<file path="src/rtl/fft_sequencer.sv">
// -----------------------------------------------------------------------------
// fft_sequencer
//
// Control and address sequencer for an in-place radix-2 decimation-in-frequency
// FFT built around one shared combinational butterfly
// (out1 = x + y, out2 = (x - y) * W). After start it walks all N_LOG2 stages,
// issuing N/2 butterflies per stage: one read-address pair plus a twiddle index
// per cycle. The matching write-back addresses come out PIPE cycles later. Each
// stage ends with a PIPE-cycle drain, so every write of stage s has landed
// before stage s+1 reads. Results are left in bit-reversed order.
//
// Optional feature macro: FFT_HOLD_EN
//   When it is defined the block gains a hold_i input that stalls issue while
//   the sequencer is in RUN. When it is undefined the block behaves as if
//   hold_i were tied low.
//
// Parameters
//   N_LOG2 : log2 of the transform size N (2..15)
//   PIPE   : cycles from a read issue to its write-back (>= 1)
//
// Ports
//   clk_i        clock; all logic runs on the rising edge
//   rst_i        synchronous, active-high reset
//   start_i      begin a transform; sampled only in IDLE
//   hold_i       (FFT_HOLD_EN only) stall issue while in RUN
//   busy_o       high while issuing or draining
//   done_o       one-cycle pulse when the transform completes
//   stage_o      current stage index while busy, otherwise 0
//   rd_en_o      read strobe for RAM ports A/B and the twiddle ROM
//   rd_addr_a_o  upper-leg (x) read address
//   rd_addr_b_o  lower-leg (y) read address
//   tw_addr_o    twiddle ROM index k, where W = exp(-j*2*pi*k/N)
//   wr_en_o      write-back strobe (out1 -> addr_a, out2 -> addr_b)
//   wr_addr_a_o  write address for out1
//   wr_addr_b_o  write address for out2
// -----------------------------------------------------------------------------
module fft_sequencer #(
  parameter int N_LOG2 = 6,
  parameter int PIPE   = 2
) (
  input  logic              clk_i,
  input  logic              rst_i,
  input  logic              start_i,
`ifdef FFT_HOLD_EN
  input  logic              hold_i,
`endif
  output logic              busy_o,
  output logic              done_o,
  output logic [3:0]        stage_o,
  output logic              rd_en_o,
  output logic [N_LOG2-1:0] rd_addr_a_o,
  output logic [N_LOG2-1:0] rd_addr_b_o,
  output logic [N_LOG2-2:0] tw_addr_o,
  output logic              wr_en_o,
  output logic [N_LOG2-1:0] wr_addr_a_o,
  output logic [N_LOG2-1:0] wr_addr_b_o
);

  localparam int JW = N_LOG2 - 1;                    // butterfly index width
  localparam int CW = (PIPE > 1) ? $clog2(PIPE) : 1; // drain counter width

  localparam logic [N_LOG2-1:0] HALF_L = N_LOG2'(1) << (N_LOG2 - 1);
  localparam logic [N_LOG2-1:0] ONE_L  = N_LOG2'(1);

  typedef enum logic [1:0] {
    S_IDLE,
    S_RUN,
    S_DRAIN,
    S_DONE
  } state_e;

  // One write-back slot: the addresses travel with their own valid bit.
  typedef struct packed {
    logic              valid;
    logic [N_LOG2-1:0] addr_a;
    logic [N_LOG2-1:0] addr_b;
  } wb_t;

  // ---------------------------------------------------------------------------
  // Optional hold input
  // ---------------------------------------------------------------------------
  logic hold;
`ifdef FFT_HOLD_EN
  assign hold = hold_i;
`else
  assign hold = 1'b0;
`endif

  // ---------------------------------------------------------------------------
  // Sequencer state
  // ---------------------------------------------------------------------------
  state_e         state_q, state_d;
  logic [3:0]     s_q, s_d;     // stage index
  logic [JW-1:0]  j_q, j_d;     // butterfly index within the stage
  logic [CW-1:0]  cnt_q, cnt_d; // drain cycle counter

  // NOTE: sequential state uses non-blocking assignments so every register
  // samples the values from before the edge, whatever order the blocks run in.
  always_ff @(posedge clk_i) begin
    if (rst_i) begin
      state_q <= S_IDLE;
      s_q     <= '0;
      j_q     <= '0;
      cnt_q   <= '0;
    end else begin
      state_q <= state_d;
      s_q     <= s_d;
      j_q     <= j_d;
      cnt_q   <= cnt_d;
    end
  end

  logic last_j;
  logic last_stage;
  logic drain_end;

  assign last_j     = (j_q == '1);                  // j == N/2 - 1
  assign last_stage = (s_q == 4'(N_LOG2 - 1));
  assign drain_end  = (cnt_q == CW'(PIPE - 1));

  // Next-state logic.
  // NOTE: every variable gets a default at the top of the block, so no path
  // leaves one unassigned and no latch is inferred.
  always_comb begin
    state_d = state_q;
    s_d     = s_q;
    j_d     = j_q;
    cnt_d   = cnt_q;
    unique case (state_q)
      S_IDLE: begin
        if (start_i) begin
          state_d = S_RUN;
          s_d     = '0;
          j_d     = '0;
        end
      end
      S_RUN: begin
        if (!hold) begin
          j_d = j_q + JW'(1);
          if (last_j) begin
            state_d = S_DRAIN;
            j_d     = '0;
            cnt_d   = '0;
          end
        end
      end
      S_DRAIN: begin
        if (drain_end) begin
          cnt_d = '0;
          if (last_stage) begin
            state_d = S_DONE;
          end else begin
            state_d = S_RUN;
            s_d     = s_q + 4'd1;
            j_d     = '0;
          end
        end else begin
          cnt_d = cnt_q + CW'(1);
        end
      end
      S_DONE: begin
        state_d = S_IDLE;
        s_d     = '0;
      end
      default: state_d = S_IDLE;
    endcase
  end

  // ---------------------------------------------------------------------------
  // Address generation for butterfly j of stage s.
  // span = N >> (s+1). The group bits of j sit above the pos bits. Shifting
  // the group bits up by one opens a zero at the span position. That gives
  // grp*2*span + pos for the upper leg, and setting the span bit gives the
  // lower leg.
  // ---------------------------------------------------------------------------
  logic [N_LOG2-1:0] span;
  logic [N_LOG2-1:0] mask;
  logic [N_LOG2-1:0] j_ext;
  logic [N_LOG2-1:0] pos;
  logic [N_LOG2-1:0] addr_a;
  logic [N_LOG2-1:0] addr_b;
  logic [JW-1:0]     tw;

  always_comb begin
    span   = HALF_L >> s_q;
    mask   = span - ONE_L;
    j_ext  = {1'b0, j_q};
    pos    = j_ext & mask;
    addr_a = ((j_ext & ~mask) << 1) | pos;
    addr_b = addr_a | span;
    // pos < span <= N/2, so pos always fits in JW bits. The product pos << s
    // is below N/2, so the shifted value also fits in JW bits.
    tw     = pos[JW-1:0] << s_q;
  end

  // ---------------------------------------------------------------------------
  // Output decode
  // ---------------------------------------------------------------------------
  logic              issue;
  logic              busy_d, done_d, rd_en_d;
  logic [3:0]        stage_d;
  logic [N_LOG2-1:0] rd_addr_a_d, rd_addr_b_d;
  logic [JW-1:0]     tw_addr_d;

  assign issue = (state_q == S_RUN) && !hold;

  always_comb begin
    busy_d      = (state_q == S_RUN) || (state_q == S_DRAIN);
    done_d      = (state_q == S_DONE);
    stage_d     = busy_d ? s_q : 4'd0;
    rd_en_d     = issue;
    rd_addr_a_d = issue ? addr_a : '0;
    rd_addr_b_d = issue ? addr_b : '0;
    tw_addr_d   = issue ? tw     : '0;
  end

  // ---------------------------------------------------------------------------
  // Registered outputs and write-back pipeline
  // ---------------------------------------------------------------------------
  logic              busy_q, done_q, rd_en_q;
  logic [3:0]        stage_q;
  logic [N_LOG2-1:0] rd_addr_a_q, rd_addr_b_q;
  logic [JW-1:0]     tw_addr_q;
  wb_t               pipe_q [PIPE];

  // NOTE: the write-back pipeline is cleared in full on reset, not just its
  // valid bits. A reset mid-transform must not let a stale write finish, and
  // zeroing the addresses keeps them at 0 while the strobe is low.
  always_ff @(posedge clk_i) begin
    if (rst_i) begin
      busy_q      <= 1'b0;
      done_q      <= 1'b0;
      stage_q     <= '0;
      rd_en_q     <= 1'b0;
      rd_addr_a_q <= '0;
      rd_addr_b_q <= '0;
      tw_addr_q   <= '0;
      for (int i = 0; i < PIPE; i++) begin
        pipe_q[i] <= '0;
      end
    end else begin
      busy_q      <= busy_d;
      done_q      <= done_d;
      stage_q     <= stage_d;
      rd_en_q     <= rd_en_d;
      rd_addr_a_q <= rd_addr_a_d;
      rd_addr_b_q <= rd_addr_b_d;
      tw_addr_q   <= tw_addr_d;
      // Slot 0 captures the registered read issue, so slot PIPE-1 presents
      // it exactly PIPE cycles after rd_en_o showed it.
      pipe_q[0]   <= '{valid: rd_en_q, addr_a: rd_addr_a_q, addr_b: rd_addr_b_q};
      for (int i = 1; i < PIPE; i++) begin
        pipe_q[i] <= pipe_q[i-1];
      end
    end
  end

  assign busy_o      = busy_q;
  assign done_o      = done_q;
  assign stage_o     = stage_q;
  assign rd_en_o     = rd_en_q;
  assign rd_addr_a_o = rd_addr_a_q;
  assign rd_addr_b_o = rd_addr_b_q;
  assign tw_addr_o   = tw_addr_q;
  assign wr_en_o     = pipe_q[PIPE-1].valid;
  assign wr_addr_a_o = pipe_q[PIPE-1].addr_a;
  assign wr_addr_b_o = pipe_q[PIPE-1].addr_b;

endmodule

</file>
<file path="config.mk">
export PLATFORM = sky130hd
export DESIGN_NAME = fft_sequencer
export DESIGN_NICKNAME = d
export VERILOG_FILES = /design/src/rtl/fft_sequencer.sv
export SDC_FILE = /design/constraint.sdc
export NUM_CORES = 1
export LEC_CHECK = 0
export ABC_AREA = 1
export BUFFER_PORTS_ARGS = -buffer_cell sky130_fd_sc_hd__buf_2
export CAP_MARGIN = 20
export CELL_PAD_IN_SITES_DETAIL_PLACEMENT = 1
export CELL_PAD_IN_SITES_GLOBAL_PLACEMENT = 1
export CORE_MARGIN = 4
export CORE_UTILIZATION = 44
export CTS_CLUSTER_DIAMETER = 200
export DETAILED_ROUTE_END_ITERATION = 8
export MAX_ROUTING_LAYER = met4
export PLACE_DENSITY = 0.88
export RECOVER_POWER = 100
export SYNTH_ARGS = -nofsm -noshare
export SYNTH_HDL_FRONTEND = slang
export SYNTH_SLANG_ARGS = --single-unit
</file>
<file path="constraint.sdc">
create_clock -name clk_i -period 3.2 [get_ports clk_i]
set_input_delay 0.16 -clock clk_i [delete_from_list [all_inputs] [get_ports clk_i]]
set_output_delay 0.16 -clock clk_i [all_outputs]
set_load 0.005 [all_outputs]
</file>
==> metrics.cfg, run 1 <==
[run_status]
outcome = complete, but fails checks
violations_in_the_final_reports = capacitance limit, slew limit

[layout]
final_layout_size_suffix_gt1_share_pct = 11.71
fin_area_mm2 = 0.002750
layout_common_cells = sky130_fd_sc_hd__dfxtp_1 (62), sky130_fd_sc_hd__inv_1 (54), sky130_fd_sc_hd__nor2_1 (49), sky130_fd_sc_hd__nand2_1 (33), sky130_fd_sc_hd__clkbuf_1 (23)
mostFrequentLayoutCell = sky130_fd_sc_hd__dfxtp_1
final_net_count = 343
finalNonFillerCells = 403
insertedDiodeCount = 0
multi_input_area_um2 = 823.3
final_util_pct = 52.51
area.growth.synth_to_final_pct = 12.83
ff_latch_area_mm2 = 0.001241
layout.filler_cells = 662

[sta]
fin_worst_setup_slack_ps = 680.8
final_report_max_slew_violation_count = 37
fin_hold_ws_ps = 315.6
final.period_utilization_pct = 78.73
finalClockSkew_ps = 8.523
worst_slew_margin_relative_to_its_limit_pct = -3.886
total_of_endpoints_with_negative_setup_slack_in_the_final_report = 0
final_period_minus_worst_setup_slack_ps = 2519
tightestPinTransition_ps = 1558
finalHoldViolations = 0
grt_setup_unrepaired = false
setup_tns_ps = 0
fmax_ghz = 0.3970

[route]
ant_nets = 0
drcViolationCount = 0
dr.pass1.iters = 4
num_vias = 1951
detail_route.wl_per_cell_um = 14.23
drt_iter0_drc = 68
routed_wl_um = 5736
vias_per_cell = 4.841

[clocking]
cts_setup_buffers = 0
clock_insertion_delay_worst_skew_ps = 340
cts.sinks = 62
ctsRootBufferMaster = sky130_fd_sc_hd__clkbuf_8
cts_tree = yes
worst_setup_hold_path_clk_slew_ps = 70
cts_resized = 0
cts_hold_buf = 0
ctsHtreeMaxLevel = 3
cts_made_buffers = 9
clockBufferDepth = 2

[power_and_ir_drop]
leakagePower_nw = 1.167
peakVddDrop_uv = 320.8
power.density_mw_per_mm2 = 754.5
report.power.total_mw = 2.075

[synthesis]
synth.yosys.warnings = 0
syn_area_cell_um2 = 8.207
synth.lib_cells_used.distinct = 32
synth_async_sr_flop_share_pct = 0
synth.top_cell.area_share_pct = 50.92
count_of_flip_flops_with_a_built_in_enable_after_synthesis = 0
synth-seq-cells = 62
synth_seq_area_share_pct = 50.92
post-synth-top-area-cell = sky130_fd_sc_hd__dfxtp_1
synth_top_cells_by_area = sky130_fd_sc_hd__dfxtp_1 (51%), sky130_fd_sc_hd__inv_1 (8.2%), sky130_fd_sc_hd__nor2_1 (7.1%)
synthesis.area_mm2 = 0.002437
syn-num-nets = 312
synthFlopType = sky130_fd_sc_hd__dfxtp_1
netlist_instances = 297

[worst_setup_path]
worst_path_largest_cell_delay_ps = 560
crit_fanout = 12
start_kind = flop
critical_path.most_common_cell = sky130_fd_sc_hd__nor2_1
first_element_of_the_critical_path = s_q[1]$_SDFFE_PP0P_
worst_path_buffer_plus_inverter_count = 1
crit_chain = inv_1 > ha_1 > nand3_1 > nor2_1 > nor2_1 > nand2_1 > o21ai_0 > nor2_1
cp.arrival_ps = 2730
critPathSlowestCell = sky130_fd_sc_hd__dfxtp_1
worstSetupPathType = reg -> reg
worst_path_dominant_cell_family = simple AND/OR/NAND/NOR gates
reg2reg_capture_point = j_q[2]$_SDFFE_PP0P_
reg2reg_depth = 8
cp_data_required_time_ps = 3410
startpoint_of_the_lowest_slack_register_to_register_path = s_q[1]$_SDFFE_PP0P_
timing.critical_path.to_type = flop
regToRegSetupSlack_ps = 680

[run]
cap_violations = 1

[die]
ioPinCount = 40
row_count = 26
die_outline_area_mm2 = 0.006794
start_util_pct = 46.54
die_h_um = 82.43
die_span_x_um = 82.43
core-area_mm2 = 0.005238

[place]
numPlacedInstances = 387
io_buffer_count = 39
detailedPlacementHpwl_um = 3951
pre_cts_slack_ps = 934.1
place.gp.congestion = 0.8532
placement.cell_area_mm2 = 0.002594

[global_routing]
maximum_number_of_pins_on_one_net_before_global_route_repair = 37
grt_pass1_wl_um = 9777
grt.overflow.total = 0
grt_antenna_before_repair = 0
gr-usage-all-layers_pct = 20.14
vias_in_the_first_global_route = 2072

[min_path]
holdPathStages = 4
worstHoldEndpoint = state_q[0]$_SDFFE_PP0P_
timing.hold.worst.class = in -> reg
hold_start = start_i

## registers in the layout, indices dropped and copies added (netlist names)
signal	flops
rd_addr_b_o	6
tw_addr_o	5
done_o	1
state_q	2
cnt_q	1
rd_addr_a_o	6
pipe_q	26
j_q	5
stage_o	4
rd_en_o	1
s_q	4
busy_o	1
## synth_stat cells, types with 2 or more instances
| master | count |
|---|---|
| sky130_fd_sc_hd__dfxtp_1 | 62 |
| sky130_fd_sc_hd__inv_1 | 53 |
| sky130_fd_sc_hd__nor2_1 | 46 |
| sky130_fd_sc_hd__nand2_1 | 32 |
| sky130_fd_sc_hd__a21oi_1 | 18 |
| sky130_fd_sc_hd__nand3_1 | 13 |
| sky130_fd_sc_hd__buf_4 | 12 |
| sky130_fd_sc_hd__ha_1 | 12 |
| sky130_fd_sc_hd__nor3_1 | 8 |
| sky130_fd_sc_hd__o21ai_0 | 8 |
| sky130_fd_sc_hd__buf_1 | 3 |
| sky130_fd_sc_hd__nor2_2 | 3 |
| sky130_fd_sc_hd__o21ai_1 | 3 |
| sky130_fd_sc_hd__a211oi_1 | 2 |
| sky130_fd_sc_hd__inv_2 | 2 |
| sky130_fd_sc_hd__o21ai_2 | 2 |
| sky130_fd_sc_hd__or2_0 | 2 |
| sky130_fd_sc_hd__or2_2 | 2 |
## how the worst max path moves through the flow
stage / end / cells after the start
global route: j_q[2]$_SDFFE_PP0P_ / 8
floorplan: tw_addr_o[4]$_SDFF_PP0_ / 13
global placement: tw_addr_o[4]$_SDFF_PP0_ / 12
CTS: tw_addr_o[4]$_SDFF_PP0_ / 12
finish: j_q[2]$_SDFFE_PP0P_ / 8
detailed placement: tw_addr_o[4]$_SDFF_PP0_ / 12
## report_power, final
part | total (mW) | internal (mW) | switching (mW)
sequential | 0.888 | 0.835 | 0.0528
clock | 0.770 | 0.441 | 0.330
combinational | 0.417 | 0.130 | 0.287
total | 2.07 | 1.41 | 0.669
## worst min-delay path: stages
cell                       delay (ps)
sky130_fd_sc_hd__buf_2            110
sky130_fd_sc_hd__o21ai_2          140
sky130_fd_sc_hd__or2_2            140
sky130_fd_sc_hd__a211oi_1          70
## per-layer routing
metal	routed length, um	track usage (%)
met1	2459	21.71
met2	2849	33.65
met3	273	6.725
met4	154	8.804
met5	0	-
## cell type report
class                      count  area share, %
sequential                    62          45.13
timing repair buffer          39          6.051
inverter                      56          7.643
clock inverter                 7          3.549
clock buffer                   9          4.504
multi-input combinational    160          29.94
tap                           70          3.185
## kinds of logic after synthesis
| kind of cell | count (synthesis) | share of synthesized area (%) |
|---|---|---|
| adders and majority gates | 12 | 6.160 |
| and+or+nand+nor | 110 | 20.28 |
| AOI/OAI and AO/OA | 37 | 8.471 |
| buffers and inverters | 75 | 13.81 |
| xor gates and xnor gates | 1 | 0.3594 |
| DFF | 62 | 50.92 |
Note: power is estimated with default switching activity, not from simulation.
==> inputs of run 2 (changes only) <==
CORE_UTILIZATION = 37   (was 44)
PLACE_DENSITY = 0.8   (was 0.88)
clock period = 2.2 ns   (was 3.2 ns; I/O delays follow)
==> metrics.cfg, run 2 (same netlist as run 1, synthesis figures left out) <==
[worst_setup_path]
crit_chain = clkinv_1 > ha_1 > nand3_1 > ha_1 > inv_1 > a21oi_1 > nand2_1 > nand2_1 > nand3_1 > nand2_1 > nand3_1 > a21oi_1
timing.critical_path.to_type = flop
reg2reg_depth = 12
cp_data_required_time_ps = 2470
regToRegSetupSlack_ps = 210
worst_path_largest_cell_delay_ps = 420
startpoint_of_the_lowest_slack_register_to_register_path = s_q[0]$_SDFFE_PP0P_
crit_fanout = 9
cp.arrival_ps = 2260
start_kind = flop
reg2reg_capture_point = tw_addr_o[4]$_SDFF_PP0_
worstSetupPathType = reg -> reg
critPathSlowestCell = sky130_fd_sc_hd__dfxtp_2
first_element_of_the_critical_path = s_q[0]$_SDFFE_PP0P_

[sta]
finalHoldViolations = 0
final_report_max_slew_violation_count = 0
worst_slew_margin_relative_to_its_limit_pct = 57.64
finalClockSkew_ps = 7.720
total_of_endpoints_with_negative_setup_slack_in_the_final_report = 0
final_period_minus_worst_setup_slack_ps = 1987
final.period_utilization_pct = 90.32
grt_setup_unrepaired = false
fmax_ghz = 0.5033
setup_tns_ps = 0
tightestPinTransition_ps = 628.7
fin_hold_ws_ps = 232.5

[clocking]
cts_hold_buf = 0
worst_setup_hold_path_clk_slew_ps = 70
cts_tree = yes
clockBufferDepth = 2
ctsHtreeMaxLevel = 3
clock_insertion_delay_worst_skew_ps = 340
ctsRootBufferMaster = sky130_fd_sc_hd__clkbuf_8
cts.sinks = 62
cts_made_buffers = 9

[route]
detail_route.wl_per_cell_um = 13.27
vias_per_cell = 4.635
num_vias = 1919
routed_wl_um = 5492
dr.pass1.iters = 4
drcViolationCount = 0
drt_iter0_drc = 75
ant_nets = 0

[power_and_ir_drop]
peakVddDrop_uv = 749.4
power.density_mw_per_mm2 = 1045
report.power.total_mw = 2.900
leakagePower_nw = 1.155

[layout]
multi_input_area_um2 = 842.1
mostFrequentLayoutCell = sky130_fd_sc_hd__dfxtp_1
layout.filler_cells = 808
largest_register_ff_count = 26
insertedDiodeCount = 0
ff_latch_area_mm2 = 0.001242
layout_common_cells = sky130_fd_sc_hd__dfxtp_1 (61), sky130_fd_sc_hd__inv_1 (54), sky130_fd_sc_hd__nor2_1 (47), sky130_fd_sc_hd__nand2_1 (33), sky130_fd_sc_hd__clkbuf_1 (27)
final_layout_size_suffix_gt1_share_pct = 12.17
regMostFlops = pipe_q
fin_area_mm2 = 0.002775
final_net_count = 347
finalNonFillerCells = 414
area.growth.synth_to_final_pct = 13.86

[run_status]
outcome = completed

[global_routing]
maximum_number_of_pins_on_one_net_before_global_route_repair = 36
grt_antenna_before_repair = 0
grt.overflow.total = 0
grt_pass1_wl_um = 9101
vias_in_the_first_global_route = 1955
gr-usage-all-layers_pct = 15.48

[die]
row_count = 29
core-area_mm2 = 0.006386
start_util_pct = 38.17
die_span_x_um = 89.16
die_outline_area_mm2 = 0.007950
ioPinCount = 40
die_h_um = 89.16

[place]
placement.cell_area_mm2 = 0.002633
numPlacedInstances = 398
place.gp.congestion = 0.8846
io_buffer_count = 39
detailedPlacementHpwl_um = 4053

[run]
cap_violations = 0

[min_path]
worstHoldEndpoint = rd_en_o$_SDFF_PP0_
holdPathStages = 3
timing.hold.worst.class = in -> reg
hold_start = rst_i

==> run 2: changes by cell type in the layout (fill, tap and decap cells not counted), sizes merged <==
cell / delta
bufinv: -1
clkbuf: +4
clkinv: +1
==> run 2: repair_timing <==
action	4_1_cts	5_1_grt
endpoints found under the setup margin	0	5
buffers inserted	0	0
gates resized for setup	0	1
==> run 2: worst max-delay path: cells and delay by family, from the launching register on <==
family / cells / cell delay, ps
AO/OA/AOI/OAI: 2 / 290
adder cells (fa/ha/maj): 2 / 430
buffers and inverters: 2 / 170
flip-flops: 1 / 420
AND/OR/NAND/NOR: 6 / 610
==> run 2: worst max-delay path by stage <==
stage,endpoint,slack (ps),cells after the start
floorplan,tw_addr_o[4]$_SDFF_PP0_,250,13
global placement,tw_addr_o[4]$_SDFF_PP0_,290,12
detailed placement,tw_addr_o[4]$_SDFF_PP0_,170,12
finish,tw_addr_o[4]$_SDFF_PP0_,210,12
CTS,tw_addr_o[4]$_SDFF_PP0_,120,12
global route,tw_addr_o[4]$_SDFF_PP0_,10,12
==> run 2: power breakdown <==
group	switching, mW	internal [mW]	leakage [nW]
sequential	0.0692	1.22	0.502
combinational	0.425	0.202	0.558
clock	0.464	0.524	0.0956
==> run 2: cell type report <==
| class | instances | share of cell area [%] |
|---|---|---|
| clock buffer | 9 | 4.463 |
| timing repair buffer | 43 | 6.763 |
| sequential | 62 | 44.77 |
| clock inverter | 7 | 2.615 |
| inverter | 56 | 7.574 |
| tap | 77 | 3.472 |
| multi-input combinational | 160 | 30.34 |
==> run 2: per-layer routing <==
metal  wire length, um  track usage (%)
met4                68            4.465
met1              2385            17.01
met3               315            5.622
met2              2722            26.26
met5                 0                -
==> run 2: metrics by stage <==
| step | setup WS, ps | utilization [%] |
|---|---|---|
| 3_3_place_gp | 293.6 | 41.22 |
| 6_report | 213.0 | 43.46 |
| 5_1_grt | 12.04 | 43.46 |
| 3_5_place_dp | 170.7 | 41.22 |
| 4_1_cts | 121.9 | 44.30 |
| 2_1_floorplan | 250.2 | - |
